**config.mk**
```make
export PLATFORM = sky130hd
export DESIGN_NAME = radar_pulse_sequencer_flat
export DESIGN_NICKNAME = d
export VERILOG_FILES = /design/src/rtl/radar_pulse_sequencer_if.sv /design/src/rtl/radar_pulse_sequencer.sv /design/src/flat_wrapper.sv
export SDC_FILE = /design/constraint.sdc
export NUM_CORES = 1
export LEC_CHECK = 0
export CAP_MARGIN = 0
export CORE_UTILIZATION = 56
export DETAILED_ROUTE_END_ITERATION = 16
export PLACE_DENSITY = 0.83
export SETUP_SLACK_MARGIN = 0.05
export SLEW_MARGIN = 25
export SYNTH_ARGS = -nofsm -noshare
export SYNTH_HDL_FRONTEND = slang
export SYNTH_SLANG_ARGS = --single-unit
```
**constraint.sdc**
```tcl
create_clock -name clk_245_76MHz -period 5.6 [get_ports clk_245_76MHz]
set_input_delay 1.12 -clock clk_245_76MHz [delete_from_list [all_inputs] [get_ports clk_245_76MHz]]
set_output_delay 1.12 -clock clk_245_76MHz [all_outputs]
set_load 0.005 [all_outputs]
```
**src/rtl/radar_pulse_sequencer_if.sv**
```systemverilog
// FMC150 chirp/ADC side of the radar pulse sequencer.
// master = sequencer (drives chirp_init/chirp_enable/adc_enable), slave = fmc150 block.
interface radar_pulse_sequencer_if;
  logic chirp_ready;
  logic chirp_done;
  logic adc_data_valid;
  logic adc_fifo_almost_full;
  logic chirp_init;
  logic chirp_enable;
  logic adc_enable;

  modport master (
    input  chirp_ready,
    input  chirp_done,
    input  adc_data_valid,
    input  adc_fifo_almost_full,
    output chirp_init,
    output chirp_enable,
    output adc_enable
  );

  modport slave (
    output chirp_ready,
    output chirp_done,
    output adc_data_valid,
    output adc_fifo_almost_full,
    input  chirp_init,
    input  chirp_enable,
    input  adc_enable
  );
endinterface

```
**src/rtl/radar_pulse_sequencer.sv**
```systemverilog
// Radar pulse sequencer: chirp_init -> ready -> chirp_enable -> delayed ADC window -> done -> PRF guard.
// Ports: clk_245_76MHz, cpu_reset (sync, active-high), seq_* control/status, cfg_* config,
//        fmc (radar_pulse_sequencer_if.master) to the DAC/ADC block.
// Option: SEQ_OVERFLOW_STOP_EN ends capture early on adc_fifo_almost_full and flags seq_error[1].
module radar_pulse_sequencer #(
  parameter int CNT_WIDTH      = 32,
  parameter int PULSE_WIDTH    = 16,
  parameter int DLY_WIDTH      = 16,
  parameter int TIMEOUT_CYCLES = 4096
) (
  input  logic                   clk_245_76MHz,
  input  logic                   cpu_reset,
  input  logic                   seq_start,
  input  logic                   seq_abort,
  input  logic                   cfg_continuous,
  input  logic [PULSE_WIDTH-1:0] cfg_num_pulses,
  input  logic [DLY_WIDTH-1:0]   cfg_adc_delay,
  input  logic [CNT_WIDTH-1:0]   cfg_capture_len,
  input  logic [CNT_WIDTH-1:0]   cfg_prf_period,
  radar_pulse_sequencer_if.master fmc,
  output logic                   seq_busy,
  output logic                   seq_done,
  output logic [1:0]             seq_error,
  output logic [PULSE_WIDTH-1:0] pulse_count,
  output logic [CNT_WIDTH-1:0]   sample_count,
  output logic [2:0]             seq_state
);

  localparam logic [2:0] S_IDLE    = 3'd0;
  localparam logic [2:0] S_INIT    = 3'd1;
  localparam logic [2:0] S_ARM     = 3'd2;
  localparam logic [2:0] S_FIRE    = 3'd3;
  localparam logic [2:0] S_CAPTURE = 3'd4;
  localparam logic [2:0] S_WAIT    = 3'd5;
  localparam logic [2:0] S_GUARD   = 3'd6;

  localparam int TMO_W = $clog2(TIMEOUT_CYCLES) + 1;
  localparam logic [TMO_W-1:0] TMO_LAST = TMO_W'(TIMEOUT_CYCLES - 1);

  logic [2:0]             state_q, state_d;
  logic                   cont_q, cont_d;
  logic [PULSE_WIDTH-1:0] num_q, num_d;
  logic [DLY_WIDTH-1:0]   dly_cfg_q, dly_cfg_d;
  logic [CNT_WIDTH-1:0]   len_q, len_d;
  logic [CNT_WIDTH-1:0]   prf_cfg_q, prf_cfg_d;
  logic [DLY_WIDTH-1:0]   dly_cnt_q, dly_cnt_d;
  logic [CNT_WIDTH-1:0]   prf_cnt_q, prf_cnt_d;
  logic [TMO_W-1:0]       tmo_cnt_q, tmo_cnt_d;
  logic [PULSE_WIDTH-1:0] pulse_q, pulse_d;
  logic [CNT_WIDTH-1:0]   sample_q, sample_d;
  logic                   done_seen_q, done_seen_d;
  logic                   init_q, init_d;
  logic                   chirp_en_q, chirp_en_d;
  logic                   adc_en_q, adc_en_d;
  logic                   seq_done_q, seq_done_d;
  logic [1:0]             err_q, err_d;

  logic [PULSE_WIDTH-1:0] pulse_inc;
  logic [CNT_WIDTH-1:0]   sample_inc;
  logic                   last_pulse;
  logic                   prf_elapsed;
  logic [2:0]             fire_exit;

  assign pulse_inc  = pulse_q + PULSE_WIDTH'(1);
  assign sample_inc = sample_q + CNT_WIDTH'(1);
  assign last_pulse = !cont_q && (pulse_inc == num_q);
  // widened so a zero period means "already elapsed"
  assign prf_elapsed = ({1'b0, prf_cnt_q} + (CNT_WIDTH+1)'(1))
                       >= {1'b0, prf_cfg_q};
  // a zero capture length skips the ADC window entirely
  assign fire_exit = (len_q == '0) ? S_WAIT : S_CAPTURE;

`ifdef SEQ_OVERFLOW_STOP_EN
  logic af_stop;
  assign af_stop = fmc.adc_fifo_almost_full;
`else
  logic af_stop;
  logic unused_af;
  assign af_stop   = 1'b0;
  assign unused_af = fmc.adc_fifo_almost_full;
`endif

  always_comb begin
    state_d     = state_q;
    cont_d      = cont_q;
    num_d       = num_q;
    dly_cfg_d   = dly_cfg_q;
    len_d       = len_q;
    prf_cfg_d   = prf_cfg_q;
    dly_cnt_d   = dly_cnt_q;
    prf_cnt_d   = prf_cnt_q;
    tmo_cnt_d   = tmo_cnt_q;
    pulse_d     = pulse_q;
    sample_d    = sample_q;
    done_seen_d = done_seen_q;
    seq_done_d  = 1'b0;
    err_d       = err_q;

    if (seq_abort) begin
      // counters and flags hold for readback
      state_d = S_IDLE;
    end else begin
      unique case (state_q)
        S_IDLE: begin
          if (seq_start) begin
            cont_d    = cfg_continuous;
            num_d     = cfg_num_pulses;
            dly_cfg_d = cfg_adc_delay;
            len_d     = cfg_capture_len;
            prf_cfg_d = cfg_prf_period;
            err_d     = 2'b00;
            pulse_d   = '0;
            sample_d  = '0;
            if (!cfg_continuous && cfg_num_pulses == '0)
              seq_done_d = 1'b1;
            else
              state_d = S_INIT;
          end
        end
        S_INIT: begin
          sample_d    = '0;
          done_seen_d = 1'b0;
          state_d     = S_ARM;
        end
        S_ARM: begin
          tmo_cnt_d = tmo_cnt_q + TMO_W'(1);
          if (fmc.chirp_ready) begin
            dly_cnt_d = '0;
            state_d   = (dly_cfg_q == '0) ? fire_exit : S_FIRE;
          end else if (tmo_cnt_q == TMO_LAST) begin
            err_d[0] = 1'b1;
            state_d  = S_IDLE;
          end
        end
        S_FIRE: begin
          dly_cnt_d = dly_cnt_q + DLY_WIDTH'(1);
          if (fmc.chirp_done) done_seen_d = 1'b1;
          if (dly_cnt_d == dly_cfg_q) state_d = fire_exit;
        end
        S_CAPTURE: begin
          if (fmc.chirp_done) done_seen_d = 1'b1;
          if (fmc.adc_data_valid) begin
            sample_d = sample_inc;
            if (sample_inc == len_q) state_d = S_WAIT;
          end
          if (af_stop) begin
            err_d[1] = 1'b1;
            state_d  = S_WAIT;
          end
        end
        S_WAIT: begin
          tmo_cnt_d = tmo_cnt_q + TMO_W'(1);
          if (fmc.chirp_done || done_seen_q) begin
            pulse_d     = pulse_inc;
            done_seen_d = 1'b0;
            if (last_pulse) begin
              seq_done_d = 1'b1;
              state_d    = S_IDLE;
            end else begin
              state_d = S_GUARD;
            end
          end else if (tmo_cnt_q == TMO_LAST) begin
            err_d[0] = 1'b1;
            state_d  = S_IDLE;
          end
        end
        S_GUARD: begin
          if (prf_elapsed) state_d = S_INIT;
        end
        default: state_d = S_IDLE;
      endcase
    end

    // period counter reads 0 in the INIT cycle
    if (state_d == S_INIT)
      prf_cnt_d = '0;
    else if (state_q != S_IDLE)
      prf_cnt_d = prf_cnt_q + CNT_WIDTH'(1);

    // timeout counts residency in the current state
    if (state_d != state_q) tmo_cnt_d = '0;

    init_d     = (state_d == S_INIT);
    chirp_en_d = (state_d == S_FIRE) || (state_d == S_CAPTURE) ||
                 (state_d == S_WAIT);
    adc_en_d   = (state_d == S_CAPTURE);
  end

  always_ff @(posedge clk_245_76MHz) begin
    if (cpu_reset) begin
      state_q     <= S_IDLE;
      cont_q      <= 1'b0;
      num_q       <= '0;
      dly_cfg_q   <= '0;
      len_q       <= '0;
      prf_cfg_q   <= '0;
      dly_cnt_q   <= '0;
      prf_cnt_q   <= '0;
      tmo_cnt_q   <= '0;
      pulse_q     <= '0;
      sample_q    <= '0;
      done_seen_q <= 1'b0;
      init_q      <= 1'b0;
      chirp_en_q  <= 1'b0;
      adc_en_q    <= 1'b0;
      seq_done_q  <= 1'b0;
      err_q       <= 2'b00;
    end else begin
      state_q     <= state_d;
      cont_q      <= cont_d;
      num_q       <= num_d;
      dly_cfg_q   <= dly_cfg_d;
      len_q       <= len_d;
      prf_cfg_q   <= prf_cfg_d;
      dly_cnt_q   <= dly_cnt_d;
      prf_cnt_q   <= prf_cnt_d;
      tmo_cnt_q   <= tmo_cnt_d;
      pulse_q     <= pulse_d;
      sample_q    <= sample_d;
      done_seen_q <= done_seen_d;
      init_q      <= init_d;
      chirp_en_q  <= chirp_en_d;
      adc_en_q    <= adc_en_d;
      seq_done_q  <= seq_done_d;
      err_q       <= err_d;
    end
  end

  assign fmc.chirp_init   = init_q;
  assign fmc.chirp_enable = chirp_en_q;
  assign fmc.adc_enable   = adc_en_q;
  assign seq_busy         = (state_q != S_IDLE);
  assign seq_done         = seq_done_q;
  assign seq_error        = err_q;
  assign pulse_count      = pulse_q;
  assign sample_count     = sample_q;
  assign seq_state        = state_q;

endmodule

```
**src/flat_wrapper.sv**
```systemverilog
// flat-port wrapper written by rule: the top's interface ports become plain ports
module radar_pulse_sequencer_flat 
#(
  parameter int CNT_WIDTH      = 32,
  parameter int PULSE_WIDTH    = 16,
  parameter int DLY_WIDTH      = 16,
  parameter int TIMEOUT_CYCLES = 4096
)
  (clk_245_76MHz, cpu_reset, seq_start, seq_abort, cfg_continuous, cfg_num_pulses, cfg_adc_delay, cfg_capture_len, cfg_prf_period, seq_busy, seq_done, seq_error, pulse_count, sample_count, seq_state, fmc_chirp_ready, fmc_chirp_done, fmc_adc_data_valid, fmc_adc_fifo_almost_full, fmc_chirp_init, fmc_chirp_enable, fmc_adc_enable);
  radar_pulse_sequencer_if fmc_i ();
  input  logic clk_245_76MHz;
  input  logic cpu_reset;
  input  logic seq_start;
  input  logic seq_abort;
  input  logic cfg_continuous;
  input  logic [PULSE_WIDTH-1:0] cfg_num_pulses;
  input  logic [DLY_WIDTH-1:0] cfg_adc_delay;
  input  logic [CNT_WIDTH-1:0] cfg_capture_len;
  input  logic [CNT_WIDTH-1:0] cfg_prf_period;
  output logic seq_busy;
  output logic seq_done;
  output logic [1:0] seq_error;
  output logic [PULSE_WIDTH-1:0] pulse_count;
  output logic [CNT_WIDTH-1:0] sample_count;
  output logic [2:0] seq_state;
  input wire logic [$bits(fmc_i.chirp_ready)-1:0] fmc_chirp_ready;
  input wire logic [$bits(fmc_i.chirp_done)-1:0] fmc_chirp_done;
  input wire logic [$bits(fmc_i.adc_data_valid)-1:0] fmc_adc_data_valid;
  input wire logic [$bits(fmc_i.adc_fifo_almost_full)-1:0] fmc_adc_fifo_almost_full;
  output wire logic [$bits(fmc_i.chirp_init)-1:0] fmc_chirp_init;
  output wire logic [$bits(fmc_i.chirp_enable)-1:0] fmc_chirp_enable;
  output wire logic [$bits(fmc_i.adc_enable)-1:0] fmc_adc_enable;
  assign fmc_i.chirp_ready = fmc_chirp_ready;
  assign fmc_i.chirp_done = fmc_chirp_done;
  assign fmc_i.adc_data_valid = fmc_adc_data_valid;
  assign fmc_i.adc_fifo_almost_full = fmc_adc_fifo_almost_full;
  assign fmc_chirp_init = fmc_i.chirp_init;
  assign fmc_chirp_enable = fmc_i.chirp_enable;
  assign fmc_adc_enable = fmc_i.adc_enable;
  radar_pulse_sequencer #(.CNT_WIDTH(CNT_WIDTH), .PULSE_WIDTH(PULSE_WIDTH), .DLY_WIDTH(DLY_WIDTH), .TIMEOUT_CYCLES(TIMEOUT_CYCLES)) u_core (.clk_245_76MHz(clk_245_76MHz), .cpu_reset(cpu_reset), .seq_start(seq_start), .seq_abort(seq_abort), .cfg_continuous(cfg_continuous), .cfg_num_pulses(cfg_num_pulses), .cfg_adc_delay(cfg_adc_delay), .cfg_capture_len(cfg_capture_len), .cfg_prf_period(cfg_prf_period), .fmc(fmc_i), .seq_busy(seq_busy), .seq_done(seq_done), .seq_error(seq_error), .pulse_count(pulse_count), .sample_count(sample_count), .seq_state(seq_state));
endmodule
```
# Yosys cells after proc, flatten, opt, wreduce, memory -nomap -nowiden
# Cells that the tools add are included.
[word_totals]
regBits = 215
inputBits = 105
wordCells = 111
[op_classes]
add_sub_neg = 6
magnitude_cmp = 1
n_eq_ne = 22
mux = 35
bitwise_logic = 1
reduce_logical = 29
[op_table]
columns = ["op", "count"]
rows = [
  ["$pmux 32 s3", 1],
  ["$add 32x1->32 const B", 2],
  ["$mux 32", 2],
  ["$pmux 16 s2", 2],
  ["$mux 16", 3],
  ["$mux 3", 12],
  ["$add 32x1->33 const B", 1],
  ["$ge 33x32->1", 1],
  ["$add 16x1->16 const B", 2],
  ["$eq 16x16->1", 2],
  ["$eq 32x32->1", 1],
  ["$logic_not 16->1", 2],
  ["$logic_not 32->1", 1],
  ["$pmux 3 s7", 1],
  ["$eq 3x3->1 const B", 5],
  ["$add 13x1->13 const B", 1],
  ["$eq 13x12->1 const B", 1],
  ["$reduce_and 4->1", 3],
  ["$reduce_bool 3->1", 4],
  ["$mux 1", 11],
  ["$ne 2x2->1 const B", 5],
  ["$reduce_or 2->1", 5],
  ["$eq 3x2->1 const B", 3],
  ["$eq 3x1->1 const B", 2],
  ["other kinds (13)", 21],
]

# Longest topological paths before layout
[logic_depth]
word_depth = 10
mapped_depth = 18

# Worst setup path after synthesis
# No wires, ideal clock.
[synth_timing]
path_type = "register -> register"
from = "reg u_core.prf_cnt_q[4]"
to = "reg u_core.prf_cnt_q[0]"
setup_ps = 142
arrival_ps = 4074
required_ps = 5458
setup_slack_ps = 1384
stages_incl_launch_ff = 19
n_path_buf = 1
path_cell_list = "dfxtp_1 nand3_1 nor2_1 nand4_1 nor4b_1 and3_1 nand2_1 xnor2_1 ha_1 nand4_1 nor4_1 nand4_1 o2111a_1 and3_1 a31oi_1 o211ai_1 a21oi_2 buf_2 a211oi_2"
[synth_via]
elab_chain_len = 7
[synth_lines]
columns = ["element", "line", "rtl"]
rows = [
  ["from (decl)", "radar_pulse_sequencer.sv:47", "logic [CNT_WIDTH-1:0] prf_cnt_q, prf_cnt_d;"],
  ["from (signal assigned)", "radar_pulse_sequencer.sv:216", "prf_cnt_q <= prf_cnt_d;"],
  ["$add 32x1->33", "radar_pulse_sequencer.sv:68", "assign prf_elapsed = ({1'b0, prf_cnt_q} + (CNT_WIDTH+1)'(1))"],
  ["$ge 33x32->1", "radar_pulse_sequencer.sv:69", ">= {1'b0, prf_cfg_q};"],
  ["$mux 3", "radar_pulse_sequencer.sv:168", "if (prf_elapsed) state_d = S_INIT;"],
  ["$pmux 3 s7", "radar_pulse_sequencer.sv:103", "unique case (state_q)"],
  ["$mux 3", "radar_pulse_sequencer.sv:99", "if (seq_abort) begin"],
  ["$eq 3x1->1", "radar_pulse_sequencer.sv:175", "if (state_d == S_INIT)"],
  ["$reduce_or 2->1 (no source line)", "-", ""],
]
# No other way between the ends.
# A chain may end at the register's enable or synchronous reset.

# Worst setup path in the final report
[layout_timing]
from = "reg u_core.prf_cnt_q[0]"
to = "reg u_core.prf_cnt_q[14]"
[layout_via]
elab_chain_len = 7
[layout_lines]
columns = ["element", "line"]
rows = [
  ["$add 32x1->33", "radar_pulse_sequencer.sv:68"],
  ["$ge 33x32->1", "radar_pulse_sequencer.sv:69"],
  ["$mux 3", "radar_pulse_sequencer.sv:168"],
  ["$pmux 3 s7", "radar_pulse_sequencer.sv:103"],
  ["$mux 3", "radar_pulse_sequencer.sv:99"],
  ["$eq 3x1->1", "radar_pulse_sequencer.sv:175"],
  ["$reduce_or 2->1 (no source line)", "-"],
]
# Several ways; a longest one is shown, not always the timed one.

==> reports/summary.txt <==
CLOCK NETWORK
--------------------------------------------------------------------------------------
Clock Tree Buf Depth ....................................................            3
Cell chosen for the clock root ..........................................    clkbuf_16
Clock tree from TritonCTS ...............................................          yes
Hold buffer count at cts ................................................            0
Post-CTS setup buffer count .............................................            0
Clock slew seen by the registers of the worst setup and hold paths ......      0.06 ns
CTS H-tree lvls .........................................................            1
Clock insertion delay at the later pin of the skew report ...............      0.52 ns
Number of clock sinks ...................................................          215
Cts bufs inserted .......................................................           24
# resized after CTS .....................................................            0

FLOORPLANNING
--------------------------------------------------------------------------------------
Core area ............................................................... 0.0221 sq mm
Number of core rows .....................................................           54
Ports placed on the boundary ............................................          163
Initial Utilization .....................................................        0.577
Vertical die dimension ..................................................       153 um
Die boundary width ......................................................       153 um
Total die area .......................................................... 0.0234 sq mm

LOGIC SYNTHESIS
--------------------------------------------------------------------------------------
Cell Area, Synth ........................................................ 0.0127 sq mm
Post-Synthesis Cells ....................................................         1668
Mean instance size in the synthesized netlist ...........................   7.64 sq um
Post-synthesis net count ................................................         1810
Share of synthesized area spent on multiplexers .........................      0.00167
Post-synthesis compound-gate area fraction ..............................        0.181
Fraction of the mapped netlist area in adder cells ......................       0.0363
Synthesized-area fraction occupied by xor and xnor cells ................        0.108
Count of flip-flops with a built-in enable after synthesis ..............            0
Asr flop ratio synth ....................................................            0
Ys Warns ................................................................            0
Share of synthesized area occupied by flip-flops and latches ............        0.338
Share of synthesized cell area in and, or, nand and nor gates ...........        0.286
Combinational family with the most area after synthesis ................. simple AND/OR/NAND/NOR gates
Most used flip-flop cell after synthesis ................................      dfxtp_1
Number of library cell types mapped by synthesis ........................           76
Flops & latches, synth ..................................................          215

STA
--------------------------------------------------------------------------------------
Relative slew margins ...................................................        0.311
Setup repair after global routing missed its margin .....................        false
Setup-failing EPs final .................................................            0
Crit share post-route ...................................................        0.916
Number of max-slew violations in the final report .......................            0
Final sum of negative setup slack .......................................         0 ns
Max Freq ................................................................    0.195 GHz
Worst-margin pin slew ...................................................      1.03 ns
Post-route clock skew ...................................................   0.00749 ns
Number of endpoints with negative hold slack in the final report ........            0
Post-layout min period ..................................................      5.13 ns

SETUP PATH
--------------------------------------------------------------------------------------
Critical-path maximum fanout ............................................           16
Arrival time at the worst endpoint ......................................      5.48 ns
Worst path max stage delay ..............................................      0.62 ns
Kind of critical path ................................................... register to register
Cell chain of the critical path ......................................... ha_1 -> nand3_1 -> nor4_2 -> nand4_1 -> buf_4 -> nor2_1 -> nand3_1 -> xnor2_1 -> ha_1 -> nand3_1 -> nor4_1 -> o311ai_0 -> nand3_1 -> a311oi_1 -> a21boi_2 -> a21boi_4 -> buf_4 -> a211oi_1
Slowest library cell on the worst path ..................................       nor4_2
CP required .............................................................      5.95 ns
Critical path launch point type .........................................     register
Most repeated library cell on the critical path .........................      nand3_1
Element type at the critical path end ...................................     register

DETAILED ROUTING
--------------------------------------------------------------------------------------
Wire length after detailed routing ......................................     35000 um
Average wire per cell in the routed design ..............................      17.1 um
ANT nets after route ....................................................            0
First drt pass iteration count ..........................................            5
DRC errors left .........................................................            0
Via total after detailed routing ........................................        12450
Detail-routed via count per cell ........................................         6.06
Starting DRT DRC Count ..................................................          865

POWER
--------------------------------------------------------------------------------------
P_int ...................................................................      2.69 mW
Clock share of power ....................................................        0.449
Power share of the combinational group ..................................        0.103
Highest ir drop seen on vdd .............................................       249 uV
Total power .............................................................      3.58 mW
Switching power summed over all nets ....................................     0.886 mW
Switching part of the total .............................................        0.248
Fraction of power consumed by sequential logic ..........................        0.448
Pwr dens ................................................................  235 mW/mm^2
Static leakage ..........................................................      5.27 nW

FINISH
--------------------------------------------------------------------------------------
Layout cells sized above 1 ..............................................       0.0609
Fillers .................................................................         1834
Area used by multi-input combinational logic ............................ 0.00786 sq mm
Final-stage net count ...................................................         1900
ANT cells ...............................................................            0
Syn-to-layout area delta ................................................        19.4%
Sequential cell area .................................................... 0.00430 sq mm
Area of all placed cells without fillers ................................ 0.0152 sq mm

PLACEMENT
--------------------------------------------------------------------------------------
Total of buffers placed on input and output ports .......................          160
Weighted congestion reported at the end of routability-driven placement .        0.928
DP HPWL .................................................................     24200 um
Area after DPL .......................................................... 0.0144 sq mm

GLOBAL ROUTING
--------------------------------------------------------------------------------------
GRT Overall Usage .......................................................        0.297
Maximum number of pins on one net before global-route repair ............          128
Number of antenna violations at the first check in global routing .......            0
Wire length of the first global-routing pass ............................     57900 um
Via count of the first global-routing pass ..............................        11831
GR Overflow Total .......................................................            0

HOLD PATH
--------------------------------------------------------------------------------------
HP Class ................................................................ register to register

OUTCOME
--------------------------------------------------------------------------------------
Result of the run ....................................................... finished clean

RUN
--------------------------------------------------------------------------------------
Number of max-cap violations ............................................            0

logic make-up after synthesis:
logic type	Yosys count
AOI/OAI and AO/OA	376
adders and majority gates	37
DFF	215
other	1
buffers and inverters	154
xor gates and xnor gates	157
muxes	2
and+or+nand+nor	726
power by group through the flow:
| stage | clock network, mW | registers (mW) | logic, mW |
|---|---|---|---|
| floorplan | 0 | 1.62 | 0.223 |
| global placement | 0 | 1.63 | 0.352 |
| detailed placement | 0 | 1.63 | 0.361 |
| CTS | 1.62 | 1.60 | 0.365 |
| global route | 1.68 | 1.60 | 0.404 |
| finish | 1.61 | 1.60 | 0.369 |
final timing paths:
| path | cells past startpoint | to | slack (ns) | from |
|---|---|---|---|---|
| setup / recovery | 18 | u_core.prf_cnt_q[14] | 0.47 | u_core.prf_cnt_q[0] |
| setup reg to reg | 18 | u_core.prf_cnt_q[14] | 0.47 | u_core.prf_cnt_q[0] |
| hold reg to reg | 2 | u_core.prf_cfg_q[5] | 0.45 | u_core.prf_cfg_q[5] |
| hold / removal | 2 | u_core.prf_cfg_q[5] | 0.45 | u_core.prf_cfg_q[5] |
critical path: cells and delay by family (launching register included):
family | cells | cell delay [ns]
simple gates | 8 | 2.03
compound gates | 5 | 1.27
fa+ha+maj | 2 | 0.55
buf+inv | 2 | 0.50
flops | 1 | 0.43
xor+xnor | 1 | 0.17
registers in the layout, indices dropped and copies added (netlist names), 3 cells and up:
register / count
u_core.dly_cfg_q: 16
u_core.prf_cnt_q: 32
u_core.dly_cnt_q: 16
u_core.len_q: 32
u_core.num_q: 16
u_core.sample_count: 32
u_core.pulse_count: 16
u_core.seq_state: 3
u_core.prf_cfg_q: 32
u_core.tmo_cnt_q: 13
Yosys cell counts, drive strengths merged (3+ instances only):
master | count | area share
and3 | 23 | 0.011
buf | 21 | 0.010
a211oi | 38 | 0.030
a21oi | 197 | 0.078
and2 | 17 | 0.0083
a21o | 9 | 0.0053
and3b | 3 | 0.0021
nand4 | 49 | 0.025
nor3b | 8 | 0.0047
nand2b | 10 | 0.0049
clkbuf | 90 | 0.027
inv | 42 | 0.012
nor4 | 34 | 0.019
or4 | 13 | 0.0080
o211ai | 6 | 0.0035
o21a | 4 | 0.0024
ha | 37 | 0.036
nor2 | 111 | 0.033
nand3 | 60 | 0.024
and4 | 12 | 0.0082
o21ai | 74 | 0.029
dfxtp | 215 | 0.34
xnor2 | 97 | 0.067
xor2 | 60 | 0.041
nor2b | 9 | 0.0044
nand3b | 14 | 0.0082
a2111oi | 4 | 0.0033
nand2 | 276 | 0.081
nand4b | 6 | 0.0041
a221oi | 3 | 0.0021
or3 | 26 | 0.013
a21boi | 5 | 0.0041
or2 | 4 | 0.0020
nor3 | 49 | 0.024
a31oi | 10 | 0.0049
final cells by class:
type,count,share of cell area
Tap cell,280,0.0230
Multi-Input combinational cell,1299,0.516
Sequential cell,215,0.283
Inverter,43,0.0106
Clock inverter,11,0.00707
Timing Repair Buffer,175,0.114
Clock buffer,30,0.0456
placed cells by master, fill, tap and decap left out, types with 4 or more instances in the layout:
master and count:
or3_1 26, clkbuf_16 25, o211ai_1 6, nand2_1 276, and2_1 17, nand4b_1 6, nor3b_1 8, o21a_1 4
clkbuf_8 5, ha_1 37, clkinv_2 8, a21o_1 9, and3_1 23, nor3_2 12, nand4_1 48, a21oi_1 196
or4_1 12, nor4_2 4, nor2_1 110, nand2b_1 10, xor2_1 60, o21ai_0 74, buf_4 13, xnor2_1 97
nor3_1 37, a211oi_1 18, dfxtp_1 215, inv_1 42, nor2b_1 9, nand3_1 58, nand3b_1 14, a31oi_1 10
nor4_1 30, and4_1 12, clkdlybuf4s50_1 159, a211oi_2 20
layer usage:
metal,vias to the layer above,wire [um],track usage,share of wire
li1,6051,-,-,-
met1,5845,15100,0.372,0.43
met2,458,16500,0.507,0.47
met3,96,2250,0.0462,0.064
met4,0,1230,0.125,0.035
met5,-,0,0,0
through the flow:
stage                     setup WS [ns]   util  cells  hold WS, ns
final                             0.469  0.689   2053        0.454
after global routing              0.134  0.689   2053        0.474
after CTS                         0.519  0.688   2052        0.456
after detailed placement          0.570  0.651   2011        0.448
after global placement            0.533  0.651   2011        0.444
after floorplan                    1.38      -   1668        0.436
Note: power is estimated with default switching activity, not from simulation.
